[src/rtl/scsi_initiator.sv]
// SCSI initiator: selects a target, walks the bus phases it drives, moves CDB/data/status/message bytes.
// Latency: ack rises one cycle after req is sampled (data-out: after tx_valid too); done one cycle after bus free.
// Backpressure: data-out waits on tx_valid (tx_ready marks the consuming cycle); data-in has no stall, rx_valid pulses.
//
// Ports:
//   clk, rst                      clock, asynchronous active-high reset
//   start, target_id, cmd_len     transaction request (accepted only when idle and bsy low)
//   cmd_wr, cmd_addr, cmd_wdata   10-entry CDB buffer write port (ignored while busy)
//   busy, done, error, status     transaction status; error is sticky until the next accepted start
//   rx_data, rx_valid             data-in byte stream
//   tx_data, tx_valid, tx_ready   data-out byte stream, byte taken when tx_valid && tx_ready
//   byte_cnt                      data bytes moved this transaction (wraps)
//   scsi_rst, sel, atn, ack, dout initiator-driven SCSI signals
//   bsy, msg, cd, io, req, din    target-driven SCSI signals
//
// Build option: define SCSI_INIT_SEL_TIMEOUT_EN to abandon selection after SEL_TIMEOUT cycles
// without bsy; otherwise selection waits indefinitely.
module scsi_initiator #(
    parameter int ID          = 7,
    parameter int SEL_TIMEOUT = 1024
) (
    input  logic        clk,
    input  logic        rst,
    input  logic        start,
    input  logic [2:0]  target_id,
    input  logic [3:0]  cmd_len,
    input  logic        cmd_wr,
    input  logic [3:0]  cmd_addr,
    input  logic [7:0]  cmd_wdata,
    output logic        busy,
    output logic        done,
    output logic        error,
    output logic [7:0]  status,
    output logic [7:0]  rx_data,
    output logic        rx_valid,
    input  logic [7:0]  tx_data,
    input  logic        tx_valid,
    output logic        tx_ready,
    output logic [31:0] byte_cnt,
    output logic        scsi_rst,
    output logic        sel,
    output logic        atn,
    output logic        ack,
    input  logic        bsy,
    input  logic        msg,
    input  logic        cd,
    input  logic        io,
    input  logic        req,
    output logic [7:0]  dout,
    input  logic [7:0]  din
);

    localparam logic [7:0] OWN_BIT = 8'(1 << ID);

    // Bus phase encoding {msg, cd, io}
    localparam logic [2:0] PH_DOUT = 3'b000;
    localparam logic [2:0] PH_DIN  = 3'b001;
    localparam logic [2:0] PH_CMD  = 3'b010;
    localparam logic [2:0] PH_STAT = 3'b011;
    localparam logic [2:0] PH_MSGI = 3'b111;

    if (SEL_TIMEOUT < 1) begin : g_bad_sel_timeout
        $error("scsi_initiator: SEL_TIMEOUT must be at least 1");
    end

    typedef enum logic [2:0] {
        S_IDLE,
        S_SELECT,
        S_XFER_WAIT,
        S_XFER_ACK,
        S_BUS_FREE,
        S_DONE
    } state_t;

    state_t      state;
    logic [7:0]  cdb [0:9];
    logic [3:0]  cmd_idx;
    logic [3:0]  len_q;
    logic [7:0]  msg_byte;
    logic        msg_rcvd;
    logic [2:0]  phase;

`ifdef SCSI_INIT_SEL_TIMEOUT_EN
    logic [31:0] sel_cnt;
`endif

    assign phase    = {msg, cd, io};
    assign atn      = 1'b0;
    assign scsi_rst = 1'b0;

    // tx_ready must coincide with the cycle the byte is actually taken, so it is
    // decoded from the current state and bus lines rather than registered.
    assign tx_ready = (state == S_XFER_WAIT) && bsy && req && (phase == PH_DOUT);

    // CDB buffer has no reset; it is frozen for the whole transaction.
    always_ff @(posedge clk) begin
        if (cmd_wr && !busy && (cmd_addr < 4'd10)) begin
            cdb[cmd_addr] <= cmd_wdata;
        end
    end

    always_ff @(posedge clk or posedge rst) begin
        if (rst) begin
            state    <= S_IDLE;
            busy     <= 1'b0;
            done     <= 1'b0;
            error    <= 1'b0;
            status   <= 8'h00;
            rx_data  <= 8'h00;
            rx_valid <= 1'b0;
            byte_cnt <= 32'd0;
            sel      <= 1'b0;
            ack      <= 1'b0;
            dout     <= 8'h00;
            cmd_idx  <= 4'd0;
            len_q    <= 4'd0;
            msg_byte <= 8'h00;
            msg_rcvd <= 1'b0;
`ifdef SCSI_INIT_SEL_TIMEOUT_EN
            sel_cnt  <= 32'd0;
`endif
        end else begin
            rx_valid <= 1'b0;
            done     <= 1'b0;

            case (state)
                S_IDLE: begin
                    if (start && !bsy) begin
                        state    <= S_SELECT;
                        busy     <= 1'b1;
                        error    <= 1'b0;
                        byte_cnt <= 32'd0;
                        cmd_idx  <= 4'd0;
                        len_q    <= cmd_len;
                        msg_byte <= 8'h00;
                        msg_rcvd <= 1'b0;
                        sel      <= 1'b1;
                        dout     <= OWN_BIT | (8'd1 << target_id);
`ifdef SCSI_INIT_SEL_TIMEOUT_EN
                        sel_cnt  <= 32'd0;
`endif
                    end
                end

                S_SELECT: begin
                    if (bsy) begin
                        sel   <= 1'b0;
                        state <= S_XFER_WAIT;
                    end
`ifdef SCSI_INIT_SEL_TIMEOUT_EN
                    else if (sel_cnt == 32'(SEL_TIMEOUT - 1)) begin
                        sel   <= 1'b0;
                        dout  <= 8'h00;
                        error <= 1'b1;
                        busy  <= 1'b0;
                        done  <= 1'b1;
                        state <= S_DONE;
                    end else begin
                        sel_cnt <= sel_cnt + 32'd1;
                    end
`endif
                end

                S_XFER_WAIT: begin
                    // A message byte always leads to BUS_FREE, so bsy low here is
                    // always an unexpected bus free.
                    if (!bsy) begin
                        error <= 1'b1;
                        busy  <= 1'b0;
                        done  <= 1'b1;
                        state <= S_DONE;
                    end else if (req) begin
                        case (phase)
                            PH_CMD: begin
                                if ((cmd_idx < len_q) && (cmd_idx < 4'd10)) begin
                                    dout <= cdb[cmd_idx];
                                end else begin
                                    // Target asked for more CDB than we have
                                    dout  <= 8'h00;
                                    error <= 1'b1;
                                end
                                if (cmd_idx != 4'hF) begin
                                    cmd_idx <= cmd_idx + 4'd1;
                                end
                                ack   <= 1'b1;
                                state <= S_XFER_ACK;
                            end
                            PH_DIN: begin
                                rx_data  <= din;
                                rx_valid <= 1'b1;
                                byte_cnt <= byte_cnt + 32'd1;
                                ack      <= 1'b1;
                                state    <= S_XFER_ACK;
                            end
                            PH_DOUT: begin
                                if (tx_valid) begin
                                    dout     <= tx_data;
                                    byte_cnt <= byte_cnt + 32'd1;
                                    ack      <= 1'b1;
                                    state    <= S_XFER_ACK;
                                end
                            end
                            PH_STAT: begin
                                status <= din;
                                ack    <= 1'b1;
                                state  <= S_XFER_ACK;
                            end
                            PH_MSGI: begin
                                msg_byte <= din;
                                msg_rcvd <= 1'b1;
                                ack      <= 1'b1;
                                state    <= S_XFER_ACK;
                            end
                            default: begin
                                // Unsupported phase: flag it but still complete the
                                // handshake so the target is not left hanging.
                                error <= 1'b1;
                                dout  <= 8'h00;
                                ack   <= 1'b1;
                                state <= S_XFER_ACK;
                            end
                        endcase
                    end
                end

                S_XFER_ACK: begin
                    if (!req) begin
                        ack <= 1'b0;
                        if (msg_rcvd) begin
                            if (msg_byte != 8'h00) begin
                                error <= 1'b1;
                            end
                            state <= S_BUS_FREE;
                        end else begin
                            state <= S_XFER_WAIT;
                        end
                    end
                end

                S_BUS_FREE: begin
                    if (!bsy) begin
                        busy  <= 1'b0;
                        done  <= 1'b1;
                        state <= S_DONE;
                    end
                end

                S_DONE: begin
                    state <= S_IDLE;
                end

                default: begin
                    state <= S_IDLE;
                end
            endcase
        end
    end

endmodule
[config.mk]
export PLATFORM = sky130hd
export DESIGN_NAME = scsi_initiator
export DESIGN_NICKNAME = d
export VERILOG_FILES = /design/src/rtl/scsi_initiator.sv
export SDC_FILE = /design/constraint.sdc
export NUM_CORES = 1
export LEC_CHECK = 0
export CELL_PAD_IN_SITES_DETAIL_PLACEMENT = 0
export CELL_PAD_IN_SITES_GLOBAL_PLACEMENT = 1
export CORE_ASPECT_RATIO = 2
export CORE_MARGIN = 5
export CORE_UTILIZATION = 39
export CTS_CLUSTER_SIZE = 14
export DETAILED_ROUTE_END_ITERATION = 12
export GPL_ROUTABILITY_DRIVEN = 1
export PLACE_DENSITY_LB_ADDON = 0.1
export SYNTH_ARGS = -nofsm -noshare
export SYNTH_HDL_FRONTEND = slang
export SYNTH_SLANG_ARGS = --single-unit
[constraint.sdc]
create_clock -name clk -period 2.26 [get_ports clk]
set_input_delay 0.226 -clock clk [delete_from_list [all_inputs] [get_ports clk]]
set_output_delay 0.226 -clock clk [all_outputs]
set_load 0.02 [all_outputs]
==> impl_metrics.tcl <==
set metrics [dict create \
    clock_tree.root_cell "clkbuf_16" \
    gp_congestion 0.8483 \
    dp.cells 1015 \
    final_net_count 833 \
    max_slew.worst_pin.slew_ns 0.6723 \
    ios 110 \
    cts_sinks 162 \
    clock.fmax_ghz 0.4494 \
    place_area_um2 9236 \
    synth_area_um2 7396 \
    grt_remaining_overflow 0 \
    syn_to_final_growth_pct 34.26 \
    grt_antenna_before_repair 0 \
    clk_path_buf_depth 2 \
    synthCells 619 \
    cts.reportedPaths.clkPinSlew_ns 0.06 \
    relSlewSlack_pct 55.09 \
    ys_types 59 \
    wire_per_inst_um 19.58 \
    first_iter_violations 198 \
    grt_pass1_wl_um 32680 \
    avgViaCountPerCell 5.291 \
    synth_top_area_cell "edfxtp_1" \
    first_global_vias 5968 \
    core_um2 18740 \
    startpoint "state[1]$_DFFE_PP0P_" \
    clock_skew_ns 0.008002 \
    hold_buffers 0 \
    synth_edf_count 80 \
    die_h_um 204.8 \
    drt_wl_total_um 20580 \
    synth.area.top_cells "edfxtp_1 32%, dfrtp_1 28%, mux4_2 4.3%" \
    fp.dieW_um 107.4 \
    fin_area_um2 9930 \
    dieArea_um2 21990 \
    numCtsBuffers 17 \
    p_leak_nw 3.774 \
    status "completed" \
    synthFlopType "dfrtp_1" \
    maxCapViolCount 0 \
    start_util_pct 39.46 \
    r2r_start "state[1]$_DFFE_PP0P_" \
    post_layout_nonfiller_instances 1051 \
    antenna_left 0 \
    cpMaxStageDelayCell "or4_4" \
    n_fill_cell 1664 \
    worstSkewPairLatency_ns 0.43 \
    cts_tree "done" \
    fin_crit_ns 2.225 \
    critPathMaxFanout 8 \
    critPathTopFamily "simple AND/OR/NAND/NOR gates" \
    drv_slew 0 \
    async_flop_share_pct 50.62 \
    hold_viol 0 \
    endpoint_kind "flip-flop" \
    ys_warn_count 0 \
    track_usage_pct 19.83 \
    synth_top_area_share_pct 32.48 \
    setup_viol 0 \
    critPathBufInv 1 \
    critPathKind "flip-flop to flip-flop" \
    worstPathRequired_ns 2.62 \
    grt_start_max_net_pins 40 \
    drc 0 \
    vias 5561 \
    synth.avg_cell_area_um2 11.95 \
    layout-drive-gt1-share_pct 18.22 \
    p_per_area_nw_per_um2 913.5 \
    rows 71 \
    layout_worst_path_cycle_share_pct 98.45 \
    hp-class "primary input to asynchronous set/reset pin" \
    ir_worst_vdd_v 0.0007372 \
    dr.pass1.iters 4 \
    io_buffers 107 \
    antennaDiodeCount 0 \
    critPathArrivalTime_ns 2.58 \
    synth_seq_cells 162 \
    crit_path_start_kind "flip-flop" \
    htree_num_levels 4 \
    crit_path_cell_trace "nor3b_4, o21ai_4, or4_4, buf_6, or4_1, a21oi_1" \
    dpl.hpwl_um 15970 \
    synth_seq_area_share_pct 60.23 \
    slowest_delay_ns 0.56 \
]
-- logic make-up after synthesis --
logic type / count (synthesis) / share of synthesized area, %
and+or+nand+nor: 235 / 16.41
DFF: 162 / 60.23
AOI/OAI and AO/OA: 107 / 8.967
buffers and inverters: 47 / 2.724
muxes: 46 / 8.882
xor gates and xnor gates: 16 / 1.895
adders and majority gates: 5 / 0.8459
other: 1 / 0.05070
-- worst register-to-register path: stages (launching register included) --
cell,delay (ns)
dfrtp_2,0.48
nor3b_4,0.27
o21ai_4,0.12
or4_4,0.56
buf_6,0.15
or4_1,0.40
a21oi_1,0.17
-- cell usage after synthesis (5+ instances only) --
library cell  count
dfrtp_1          82
edfxtp_1         80
nand2_1          80
nor2_1           34
o21ai_0          34
a21oi_1          28
nand3_1          23
clkbuf_1         17
mux2_2           17
mux2i_1          15
inv_1            14
mux4_2           14
nor3_1           13
or4_1            13
or3_1            12
xnor2_1          11
nand4_1          10
o31ai_1           9
and3_1            8
buf_2             8
nor4_1            8
and4_1            6
nand2b_1          6
ha_1              5
nor4b_1           5
o21a_1            5
o21ai_1           5
xor2_1            5
-- stage by stage --
step | setup slack (ns) | power [mW] | setup TNS (ns) | utilization [%] | hold slack, ns
detailed placement | -0.2294 | 6.120 | -1.854 | 49.28 | 0.4624
global route | -0.006802 | 9.530 | -0.01192 | 52.97 | 0.2977
finish | 0.03505 | 9.070 | 0 | 52.97 | 0.2466
floorplan | 0.1434 | 5.006 | 0 | - | 0.3249
CTS | 0.01024 | 9.122 | 0 | 52.57 | 0.2595
global placement | -0.1958 | 6.076 | -1.384 | 49.28 | 0.4581
-- where the power goes --
part           switching, mW  leakage [nW]  internal (mW)
combinational           1.26          1.65           1.13
clock                   1.16         0.303           1.83
sequential             0.250          1.82           3.44
total                   2.67          3.77           6.40
-- per-layer routing --
metal / GRT usage, % / vias to the layer above / routed length [um]
li1: - / 2637 / -
met1: 19.71 / 2746 / 7001
met2: 39.09 / 136 / 12170
met3: 3.564 / 42 / 731
met4: 8.352 / 0 / 680
met5: 0 / - / 0
-- layout by cell type, fill, tap and decap left out, types with 20 or more instances in the layout --
cell type / Yosys / routed
clkbuf_16: 0 / 20
dfrtp_1: 82 / 81
a21oi_1: 28 / 27
edfxtp_1: 80 / 80
nor2_1: 34 / 33
clkdlybuf4s50_1: 0 / 106
o21ai_0: 34 / 34
buf_4: 4 / 60
nand2_1: 80 / 80
nand3_1: 23 / 23
-- what timing repair did --
item	4_1_cts	5_1_grt
setup endpoints to repair	4	4
buffers inserted	0	4
pin swaps	1	3
resized for setup	3	10
cloned	0	0
-- flip-flops by register name, indices dropped and copies added, names as in the netlist --
signal    flops
msg_byte      8
done          1
rx_data       8
state         3
dout          8
error         1
len_q         4
cmd_idx       4
sel           1
rx_valid      1
cdb          80
status        8
ack           1
msg_rcvd      1
byte_cnt     32
busy          1
-- layout make-up --
| type | count | area (um2) | area share (%) |
|---|---|---|---|
| Clock buffer | 24 | 519.2 | 5.229 |
| Clock inverter | 8 | 96.34 | 0.9703 |
| Inverter | 15 | 60.06 | 0.6048 |
| Multi-Input combinational cell | 411 | 2788 | 28.07 |
| Sequential cell | 162 | 4456 | 44.87 |
| Tap cell | 255 | 319.1 | 3.213 |
| Timing Repair Buffer | 176 | 1692 | 17.04 |
-- path summary, 6_finish.rpt --
check                                      endpoint  slack (ns)  depth (start not counted)
max                        byte_cnt[31]$_DFFE_PP0P_        0.04                          6
min                        byte_cnt[11]$_DFFE_PP0P_        0.25                          2
min reg2reg                 msg_byte[7]$_DFFE_PP0P_        0.47                          2
min in group clk               len_q[0]$_DFFE_PP0P_        0.34                          3
max reg2reg                byte_cnt[31]$_DFFE_PP0P_        0.04                          6
max in group asynchronous    cmd_idx[2]$_DFFE_PP0P_        1.48                          3
No activity file was read; power rests on OpenSTA's default activity.
